--- src/rtl/mesi_bus_arbiter_pkg.sv ---
// Shared types for the MESI snoopy bus: transaction codes, bus message and arbiter states.
package mesi_bus_arbiter_pkg;

    localparam int DEF_NUM_CPUS      = 4;
    localparam int DEF_SNOOP_TIMEOUT = 16;
    localparam int ADDR_W            = 6;
    localparam int SRC_W             = 4;

    typedef enum logic [2:0] {
        Bus_Idle  = 3'd0,
        Bus_Rd    = 3'd1,
        Bus_Rdx   = 3'd2,
        Bus_Upg   = 3'd3,
        Bus_Flush = 3'd4
    } bus_tx_t;

    typedef struct packed {
        logic              valid;
        bus_tx_t           bus_tx;
        logic [ADDR_W-1:0] addr;
        logic [SRC_W-1:0]  source;
    } bus_msg_t;

    typedef enum logic [1:0] {
        ARB_IDLE,
        ARB_GRANT,
        ARB_SNOOP,
        ARB_WAIT_DATA
    } arb_state_t;

    // A valid message carrying Bus_Idle is a no-op and never competes for the bus.
    function automatic logic eligible(bus_msg_t m);
        return m.valid && (m.bus_tx != Bus_Idle);
    endfunction

endpackage

--- src/rtl/mesi_bus_arbiter_if.sv ---
// Bus-side bundle of the snoopy arbiter: requests, broadcast, snoop responses, completion.
interface mesi_bus_if #(
    parameter int NUM_CPUS = mesi_bus_arbiter_pkg::DEF_NUM_CPUS
);
    import mesi_bus_arbiter_pkg::*;

    bus_msg_t [NUM_CPUS-1:0] req;
    logic     [NUM_CPUS-1:0] req_ready;
    bus_msg_t                bus;
    logic     [NUM_CPUS-1:0] snoop_done;
    logic     [NUM_CPUS-1:0] snoop_shared;
    logic                    xbar_done;
    logic                    mem_ack;
    logic                    shared;
    logic                    done;
    logic                    busy;

    // master: the arbiter that owns the bus; slave: caches, xbar and memory around it.
    modport master (
        input  req, snoop_done, snoop_shared, xbar_done, mem_ack,
        output req_ready, bus, shared, done, busy
    );

    modport slave (
        output req, snoop_done, snoop_shared, xbar_done, mem_ack,
        input  req_ready, bus, shared, done, busy
    );

endinterface

--- src/rtl/mesi_bus_arbiter_rr_arbiter.sv ---
// Combinational round-robin pick: first set request at or after ptr, wrapping mod N.
module rr_arbiter #(
    parameter int N  = 4,
    parameter int IW = $clog2(N)
) (
    input  logic [N-1:0]  req,
    input  logic [IW-1:0] ptr,
    output logic [N-1:0]  gnt,
    output logic [IW-1:0] idx,
    output logic          any
);

    logic [IW-1:0] cand;

    always_comb begin
        gnt  = '0;
        idx  = '0;
        any  = 1'b0;
        cand = '0;
        for (int i = 0; i < N; i++) begin
            cand = IW'((int'(ptr) + i) % N);
            if (!any && req[cand]) begin
                any = 1'b1;
                idx = cand;
            end
        end
        if (any) gnt = N'(1) << idx;
    end

endmodule

--- src/rtl/mesi_bus_arbiter.sv ---
// Snoopy-bus front end: round-robin grant, broadcast, then hold the bus until snoops
// and data (or memory ack) retire the transaction.
module mesi_bus_arbiter
    import mesi_bus_arbiter_pkg::*;
#(
    parameter int NUM_CPUS      = DEF_NUM_CPUS,
    parameter int SNOOP_TIMEOUT = DEF_SNOOP_TIMEOUT
) (
    input  logic       clk,
    input  logic       rst_n,
    mesi_bus_if.master arb
);

    localparam int IDX_W = $clog2(NUM_CPUS);
    localparam int TMO_W = $clog2(SNOOP_TIMEOUT);

    arb_state_t          state;
    logic [IDX_W-1:0]    rr_ptr, win, gnt_idx, next_ptr;
    logic [NUM_CPUS-1:0] elig, gnt_oh, own, ready_q;
    logic                gnt_any;
    bus_msg_t            bus_q, grant_msg;
    logic [TMO_W-1:0]    tmo;
    logic                acc, shared_now, snoop_exit, data_in;
    logic                shared_q, done_q, busy_q;

    always_comb begin
        elig = '0;
        for (int k = 0; k < NUM_CPUS; k++) elig[k] = eligible(arb.req[k]);
    end

    rr_arbiter #(.N(NUM_CPUS), .IW(IDX_W)) u_rr (
        .req (elig),
        .ptr (rr_ptr),
        .gnt (gnt_oh),
        .idx (gnt_idx),
        .any (gnt_any)
    );

    always_comb begin
        grant_msg        = arb.req[gnt_idx];
        grant_msg.valid  = 1'b1;
        grant_msg.source = SRC_W'(gnt_idx);
    end

    assign next_ptr   = (gnt_idx == IDX_W'(NUM_CPUS - 1)) ? '0 : gnt_idx + IDX_W'(1);
    // The requester never snoops its own transaction: its ack and shared bits are masked.
    assign own        = NUM_CPUS'(1) << win;
    assign shared_now = acc | (|(arb.snoop_shared & ~own));
    assign snoop_exit = (&(arb.snoop_done | own)) || (tmo == TMO_W'(SNOOP_TIMEOUT - 1));
    assign data_in    = (bus_q.bus_tx == Bus_Flush) ? arb.mem_ack : arb.xbar_done;

    always_ff @(posedge clk or negedge rst_n) begin
        if (!rst_n) begin
            state    <= ARB_IDLE;
            rr_ptr   <= '0;
            win      <= '0;
            bus_q    <= '0;
            ready_q  <= '0;
            tmo      <= '0;
            acc      <= 1'b0;
            shared_q <= 1'b0;
            done_q   <= 1'b0;
            busy_q   <= 1'b0;
        end else begin
            ready_q     <= '0;
            bus_q.valid <= 1'b0;
            done_q      <= 1'b0;
            shared_q    <= 1'b0;
            case (state)
                ARB_IDLE: if (gnt_any) begin
                    state   <= ARB_GRANT;
                    busy_q  <= 1'b1;
                    win     <= gnt_idx;
                    rr_ptr  <= next_ptr;
                    ready_q <= gnt_oh;
                    bus_q   <= grant_msg;
                end
                ARB_GRANT: begin
                    tmo   <= '0;
                    acc   <= 1'b0;
                    state <= (bus_q.bus_tx == Bus_Flush) ? ARB_WAIT_DATA : ARB_SNOOP;
                end
                ARB_SNOOP: begin
                    tmo <= tmo + TMO_W'(1);
                    acc <= shared_now;
                    if (snoop_exit) begin
                        if (bus_q.bus_tx == Bus_Upg) begin
                            state    <= ARB_IDLE;
                            busy_q   <= 1'b0;
                            done_q   <= 1'b1;
                            shared_q <= shared_now;
                        end else begin
                            state <= ARB_WAIT_DATA;
                        end
                    end
                end
                ARB_WAIT_DATA: if (data_in) begin
                    state    <= ARB_IDLE;
                    busy_q   <= 1'b0;
                    done_q   <= 1'b1;
                    shared_q <= acc;
                end
                default: state <= ARB_IDLE;
            endcase
        end
    end

    assign arb.req_ready = ready_q;
    assign arb.bus       = bus_q;
    assign arb.shared    = shared_q;
    assign arb.done      = done_q;
    assign arb.busy      = busy_q;

endmodule

--- src/flat_wrapper.sv ---
// flat-port wrapper written by rule: the top's interface ports become plain ports
module mesi_bus_arbiter_flat import mesi_bus_arbiter_pkg::*;
#(
    parameter int NUM_CPUS      = DEF_NUM_CPUS,
    parameter int SNOOP_TIMEOUT = DEF_SNOOP_TIMEOUT
)
  (clk, rst_n, arb_req, arb_snoop_done, arb_snoop_shared, arb_xbar_done, arb_mem_ack, arb_req_ready, arb_bus, arb_shared, arb_done, arb_busy);
  mesi_bus_if #(.NUM_CPUS(NUM_CPUS)) arb_i ();
  input  logic clk;
  input  logic rst_n;
  input wire logic [$bits(arb_i.req)-1:0] arb_req;
  input wire logic [$bits(arb_i.snoop_done)-1:0] arb_snoop_done;
  input wire logic [$bits(arb_i.snoop_shared)-1:0] arb_snoop_shared;
  input wire logic [$bits(arb_i.xbar_done)-1:0] arb_xbar_done;
  input wire logic [$bits(arb_i.mem_ack)-1:0] arb_mem_ack;
  output wire logic [$bits(arb_i.req_ready)-1:0] arb_req_ready;
  output wire logic [$bits(arb_i.bus)-1:0] arb_bus;
  output wire logic [$bits(arb_i.shared)-1:0] arb_shared;
  output wire logic [$bits(arb_i.done)-1:0] arb_done;
  output wire logic [$bits(arb_i.busy)-1:0] arb_busy;
  assign arb_i.req = arb_req;
  assign arb_i.snoop_done = arb_snoop_done;
  assign arb_i.snoop_shared = arb_snoop_shared;
  assign arb_i.xbar_done = arb_xbar_done;
  assign arb_i.mem_ack = arb_mem_ack;
  assign arb_req_ready = arb_i.req_ready;
  assign arb_bus = arb_i.bus;
  assign arb_shared = arb_i.shared;
  assign arb_done = arb_i.done;
  assign arb_busy = arb_i.busy;
  mesi_bus_arbiter #(.NUM_CPUS(NUM_CPUS), .SNOOP_TIMEOUT(SNOOP_TIMEOUT)) u_core (.clk(clk), .rst_n(rst_n), .arb(arb_i));
endmodule
--- config.mk ---
export PLATFORM = sky130hd
export DESIGN_NAME = mesi_bus_arbiter_flat
export DESIGN_NICKNAME = d
export VERILOG_FILES = /design/src/rtl/mesi_bus_arbiter_pkg.sv /design/src/rtl/mesi_bus_arbiter_if.sv /design/src/rtl/mesi_bus_arbiter_rr_arbiter.sv /design/src/rtl/mesi_bus_arbiter.sv /design/src/flat_wrapper.sv
export SDC_FILE = /design/constraint.sdc
export NUM_CORES = 1
export LEC_CHECK = 0
export ABC_AREA = 0
export CORE_UTILIZATION = 40
export DETAILED_ROUTE_END_ITERATION = 10
export PLACE_DENSITY = 0.81
export SYNTH_ARGS = -nofsm -noshare
export SYNTH_HDL_FRONTEND = slang
export SYNTH_SLANG_ARGS = --single-unit
export TNS_END_PERCENT = 100
--- constraint.sdc ---
create_clock -name clk -period 2.3 [get_ports clk]
set_input_delay 0.46 -clock clk [delete_from_list [all_inputs] [get_ports clk]]
set_output_delay 0.46 -clock clk [all_outputs]
set_load 0.01 [all_outputs]
==> results.yml, run 1 <==
synth:
  async_flop_share_pct: 100
  synth_edf_count: 0
  synth_area_mm2: 0.00172
  synth_top_area_cell: "dfrtp_1"
  avgSynthCellArea_um2: 10.1
  synth_warnings: 0
  yosysSeqAreaShare_pct: 40.7
  netlist.area_leader.share_pct: 40.7
  synth.most_common_cell: "dfrtp_1"
  synth-main-ff-cell: "dfrtp_1"
  synth_cells: 171
  netlist_top_cells_count: "dfrtp_1 (28), nand2_1 (13), mux2i_1 (12), o22ai_1 (11), inv_1 (10)"
  ys_ff_latch: 28
  ys_top_cells_by_area: "dfrtp_1 (41%), mux2i_1 (7.0%), ha_1 (5.8%)"
  synth_cell_types: 42
sta:
  finalCritPeriodShare_pct: 98.4
  rsz0062_at_grt: "true"
  maxSlewViolCount: 0
  finalClockSkew_ps: 0.811
  finalHoldViolCount: 0
  setup_violations: 0
  period_needed_ps: 2260
  setup_tns_ps: 0
  max_freq_mhz: 442
layout:
  synthToLayoutAreaGrowth_pct: 62.4
  diodes: 0
  drive_above_1_share_pct: 18.3
  fin_nets: 345
detailed_routing:
  route.vias.total: 1721
  drt_first_pass_iters: 4
  wirelength_um: 4610
  dr.first_iter.drc_count: 79
  via_per_inst: 5.41
  drt.antenna.violating_nets: 0
  drc: 0
  wl_per_cell_um: 14.5
global_route:
  grt_overflow: 0
  grt_max_degree: 29
  grt_pass1_vias: 1681
  grt_pass1_wl_um: 7220
  antenna_found_initial: 0
  groute.usage.overall_pct: 21.0
clocking:
  worstSkewPairLatency_ps: 270
  htreeDepth: 1
  cts_hold_buf: 0
  numCtsBuffers: 3
  cts_tree: "yes"
  cts_buffer_depth: 2
  cts_root_buf: "clkbuf_8"
  clock-sinks: 28
  path_clk_slew_ps: 90
power:
  peakVddDrop_mv: 0.577
  power.leakage_nw: 1.27
  powerDensity_mw_per_mm2: 1020
  finalPower_w: 0.00286
floorplan:
  row_count: 23
  fp.coreArea_mm2: 0.00406
  die_w_um: 67.6
  dieArea_mm2: 0.00457
  num_io_pins: 89
  die_h_um: 67.6
  initial_core_util_pct: 42.5
placed_design:
  place_hpwl_um: 3520
  port_buffers: 70
  place_congestion: 0.807
min_path:
  hp-start: "u_core.arb.busy$_DFFE_PN0P_"
  whs_path_depth: 1
  hp-class: "register to register"
  hold_path_end: "u_core.arb.busy$_DFFE_PN0P_"
setup_path:
  rr_endpoint: "u_core.state[0]$_DFFE_PN0P_"
  crit_required_ps: 2460
  worst-r2r-setup-slack_ps: 260
  critPathLaunchType: "input port"
  rr_worst_depth: 6
  path_class: "input port to register"
  cp-end-kind: "register"
  arrival_ps: 2430
  crit_fanout: 6
  reg2reg_from: "u_core.win[0]$_DFFE_PN0P_"
run:
  cap_violations: 0
run_status:
  status: "completed"
==> stage by stage <==
step                      area (um2)  cells  utilization [%]  hold WS (ps)  setup WS [ps]
after floorplan                 1730    172                -           164            179
after global placement          2640    310             65.1           470           -281
after detailed placement        2640    310             65.1           481           -326
after CTS                       2710    314             66.7           504          -23.2
after global routing            2800    318             68.9           525          -8.89
final                           2800    318             68.9           495           37.4
==> worst max-delay path by stage <==
stage / from / end / slack [ps] / cells past startpoint
4_1_cts: arb_req[10] / u_core.arb.bus[5]$_DFFE_PN0P_ / -20 / 8
6_report: arb_req[40] / u_core.arb.bus[12]$_DFFE_PN0P_ / 40 / 10
3_3_place_gp: arb_req[38] / u_core.arb.bus[7]$_DFFE_PN0P_ / -280 / 9
5_1_grt: arb_req[40] / u_core.arb.bus[12]$_DFFE_PN0P_ / -9 / 10
3_5_place_dp: arb_req[11] / u_core.arb.bus[6]$_DFFE_PN0P_ / -330 / 8
2_1_floorplan: arb_req[38] / u_core.arb.bus[5]$_DFFE_PN0P_ / 180 / 7
==> state kept, by name, indices dropped and copies added (netlist names) <==
name / flops
u_core.tmo: 4
u_core.arb.done: 1
u_core.rr_ptr: 2
u_core.arb.busy: 1
u_core.arb.bus: 10
u_core.arb.shared: 1
u_core.acc: 1
u_core.win: 2
u_core.arb.req_ready: 4
u_core.state: 2
==> kinds of logic after synthesis <==
family          synth area share (%)
other cells                    0.218
buf+inv                         5.52
fa+ha+maj                       5.81
mux                             13.5
compound gates                  23.3
simple gates                    11.0
flops                           40.7
==> where the power goes <==
part	internal [W]	switching (W)
logic	0.000933	0.000776
registers	0.000681	0.000168
clock network	0.000153	0.000150
==> cell type report <==
class | count | area (um2)
well taps | 50 | 62.6
flip-flops and latches | 28 | 701
repair buffers | 99 | 948
inverters | 10 | 37.5
clock buffers | 4 | 55.1
fillers | 282 | 1260
multi-input cells | 127 | 993
==> worst max-delay path: stages <==
cell and delay (ps):
clkdlybuf4s50_1 460, o31ai_4 220, buf_4 160, o32ai_2 80, a211oi_4 220, buf_6 160
buf_2 160, mux2_1 340, o22ai_1 110, a21oi_1 50
==> cells in the final DEF, fill, tap and decap left out, drive strengths merged, types with 5 or more instances in the layout <==
master         Yosys  routed
clkdlybuf4s50      0      65
buf                4      29
dfrtp             28      28
nand2             13      13
mux2i             12      12
a21oi             12      12
o22ai             11      11
inv               10      10
mux2              10      10
ha                 8       8
o21ai              8       8
nor2               7       7
dlymetal6s2s       0       5
o31ai              5       5
==> layer usage <==
| metal | GRT usage, % | share of wire [%] |
|---|---|---|
| met1 | 24.6 | 42 |
| met2 | 36.1 | 49 |
| met3 | 5.57 | 7.8 |
| met4 | 7.71 | 2.0 |
| met5 | 0 | 0 |
==> timing repair <==
item,in CTS,in global routing
cloned,0,0
gates resized for setup,2,13
setup buffers,0,4
setup endpoints to repair,8,12
pin swaps,1,6
No activity file was read; power rests on OpenSTA's default activity.
==> run 2, diff against run 1 <==
--- a/config.mk
+++ b/config.mk
@@ -10,2 +10,3 @@
 export DETAILED_ROUTE_END_ITERATION = 10
+export GPL_ROUTABILITY_DRIVEN = 0
 export PLACE_DENSITY = 0.81
--- a/constraint.sdc
+++ b/constraint.sdc
@@ -3,2 +3,2 @@
 set_output_delay 0.46 -clock clk [all_outputs]
-set_load 0.01 [all_outputs]
+set_load 0.05 [all_outputs]
==> run 2 against run 1 <==
First-iteration DRC count is 13% lower. Clock skew rose by 0.89 ps. Worst setup slack improved by 21 ps. Total power rose by 20%. Largest power group unchanged. Maximum frequency increased by 0.92%. Final cell count rose by 1.3%. Design area increased by 2.9%. Via count increased by 3.3%. Clock-buffer cell count stayed put. Sequential power fell by 0.8%. Worst hold slack lost 1.6 ps. Largest cell class unchanged.
==> results.yml, run 2 (same netlist as run 1, synthesis figures left out) <==
run_status:
  status: "completed"
setup_path:
  path_class: "input port to register"
  crit_required_ps: 2460
  critPathLaunchType: "input port"
  crit_fanout: 2
  cpLargestDelayFamily: "simple AND/OR/NAND/NOR gates"
  reg2reg_from: "u_core.win[0]$_DFFE_PN0P_"
  worstPathCellList: "clkdlybuf4s50_1 > or3b_1 > o21ai_1 > a21oi_2 > or3_4 > a21o_1 > o32a_1"
  arrival_ps: 2400
  path_buf_inv: 1
  rr_endpoint: "u_core.state[0]$_DFFE_PN0P_"
  slowest_delay_ps: 480
  worst-r2r-setup-slack_ps: 320
  crit_slowest_cell: "clkdlybuf4s50_1"
  cp_num_cells: 7
  cp-end-kind: "register"
  rr_worst_depth: 6
layout:
  final_util_pct: 71.0
  fin_nets: 349
  synthToLayoutAreaGrowth_pct: 67.1
  final_cell_count_no_fill: 322
  mostFrequentLayoutCells: "clkdlybuf4s50_1 (64), buf_4 (29), dfrtp_1 (28), nand2_1 (13), mux2i_1 (12)"
  final_cell_area_mm2: 0.00288
  diodes: 0
  drive_above_1_share_pct: 23.9
  largest_reg_flops: 10
  mostFrequentLayoutCell: "clkdlybuf4s50_1"
power:
  p_sw_w: 0.00158
  peakVddDrop_mv: 0.654
  finalPower_w: 0.00344
  sequentialPowerShare_pct: 24.5
  p_comb_share_pct: 66.6
  power.leakage_nw: 1.31
  p_int_w: 0.00186
  powerDensity_mw_per_mm2: 1190
  switching_share_pct: 46.0
  clock_power_share_pct: 8.9
placed_design:
  place_hpwl_um: 3480
  dp_slack_ps: -388
  dpl.cell_count: 311
  placed_cell_area_mm2: 0.00265
  port_buffers: 70
clocking:
  numCtsBuffers: 3
  htreeDepth: 1
  cts_buffer_depth: 2
  path_clk_slew_ps: 100
  worstSkewPairLatency_ps: 270
  cts_root_buf: "clkbuf_8"
  cts_tree: "yes"
  cts_hold_buf: 0
  clock-sinks: 28
sta:
  finalClockSkew_ps: 1.70
  worst_pin_slew_ps: 526
  finalHoldViolCount: 0
  setup_ws_ps: 58.0
  finalCritPeriodShare_pct: 97.5
  maxSlewViolCount: 0
  period_needed_ps: 2240
  max_freq_mhz: 446
  setup_violations: 0
  slew_headroom_pct: 64.8
floorplan:
  initial_core_util_pct: 42.5
  dieArea_mm2: 0.00457
  row_count: 23
  fp.coreArea_mm2: 0.00406
  num_io_pins: 89
  die_w_um: 67.6
  die_h_um: 67.6
detailed_routing:
  wirelength_um: 4900
  drt_first_pass_iters: 4
  drt.antenna.violating_nets: 0
  via_per_inst: 5.52
  drc: 0
  dr.first_iter.drc_count: 69
  wl_per_cell_um: 15.2
  route.vias.total: 1777
global_route:
  grt_pass1_vias: 1720
  grt_overflow: 0
  antenna_found_initial: 0
  groute.usage.overall_pct: 21.3
  grt_max_degree: 29
  grt_pass1_wl_um: 7440
min_path:
  hp-class: "register to register"
  hp-start: "u_core.arb.busy$_DFFE_PN0P_"
  whs_path_depth: 1
  hold_path_end: "u_core.arb.busy$_DFFE_PN0P_"
run:
  cap_violations: 0
-- run 2: metal layers --
| layer | GRT usage (%) | wire length [um] |
|---|---|---|
| met1 | 26.8 | 2030 |
| met2 | 36.1 | 2430 |
| met3 | 5.41 | 361 |
| met4 | 5.32 | 74 |
| met5 | 0 | 0 |
-- run 2: worst max path at each step --
stage	from	end	slack [ps]
2_1_floorplan	u_core.win[1]$_DFFE_PN0P_	u_core.state[0]$_DFFE_PN0P_	110
3_3_place_gp	arb_req[38]	u_core.arb.bus[7]$_DFFE_PN0P_	-280
3_5_place_dp	arb_req[10]	u_core.arb.bus[6]$_DFFE_PN0P_	-390
4_1_cts	arb_req[40]	u_core.arb.bus[12]$_DFFE_PN0P_	-20
5_1_grt	arb_req[13]	u_core.rr_ptr[0]$_DFFE_PN0P_	-3
6_report	arb_snoop_done[2]	u_core.state[0]$_DFFE_PN0P_	60
-- run 2: final cells by class --
type	count	area (um2)
fill	277	1180
multi-input combinational	127	1040
tap	50	62.6
sequential	28	701
inverter	10	37.5
clock buffer	4	55.1
timing repair buffer	103	980
-- run 2: stage by stage --
step                hold slack [ps]  TNS (ps)
finish                          494         0
global placement                472     -3420
floorplan                       164         0
detailed placement              478     -4600
CTS                             501     -16.0
global route                    518     -2.64
-- run 2: worst reg2reg max path: stages, from the launching register on --
cell     delay (ps)
dfrtp_1         380
or3b_1          370
o21ai_1         170
a21oi_2          60
or3_4           380
a21o_1          170
o32a_1          330
-- run 2: power groups by stage --
stage / combinational, W / sequential, W / clock, W
finish: 0.00229 / 0.000842 / 0.000307
CTS: 0.00213 / 0.000829 / 0.000315
detailed placement: 0.00204 / 0.000829 / 0
global placement: 0.00202 / 0.000822 / 0
floorplan: 0.000842 / 0.00129 / 0
global route: 0.00244 / 0.000869 / 0.000334
-- run 2: timing repair --
item | in CTS | in global routing
resized for setup | 11 | 18
endpoints found under the setup margin | 9 | 12
gates cloned | 1 | 0
endpoints found under the hold margin | 0 | 0
buffers inserted | 1 | 5
pin swaps | 5 | 6
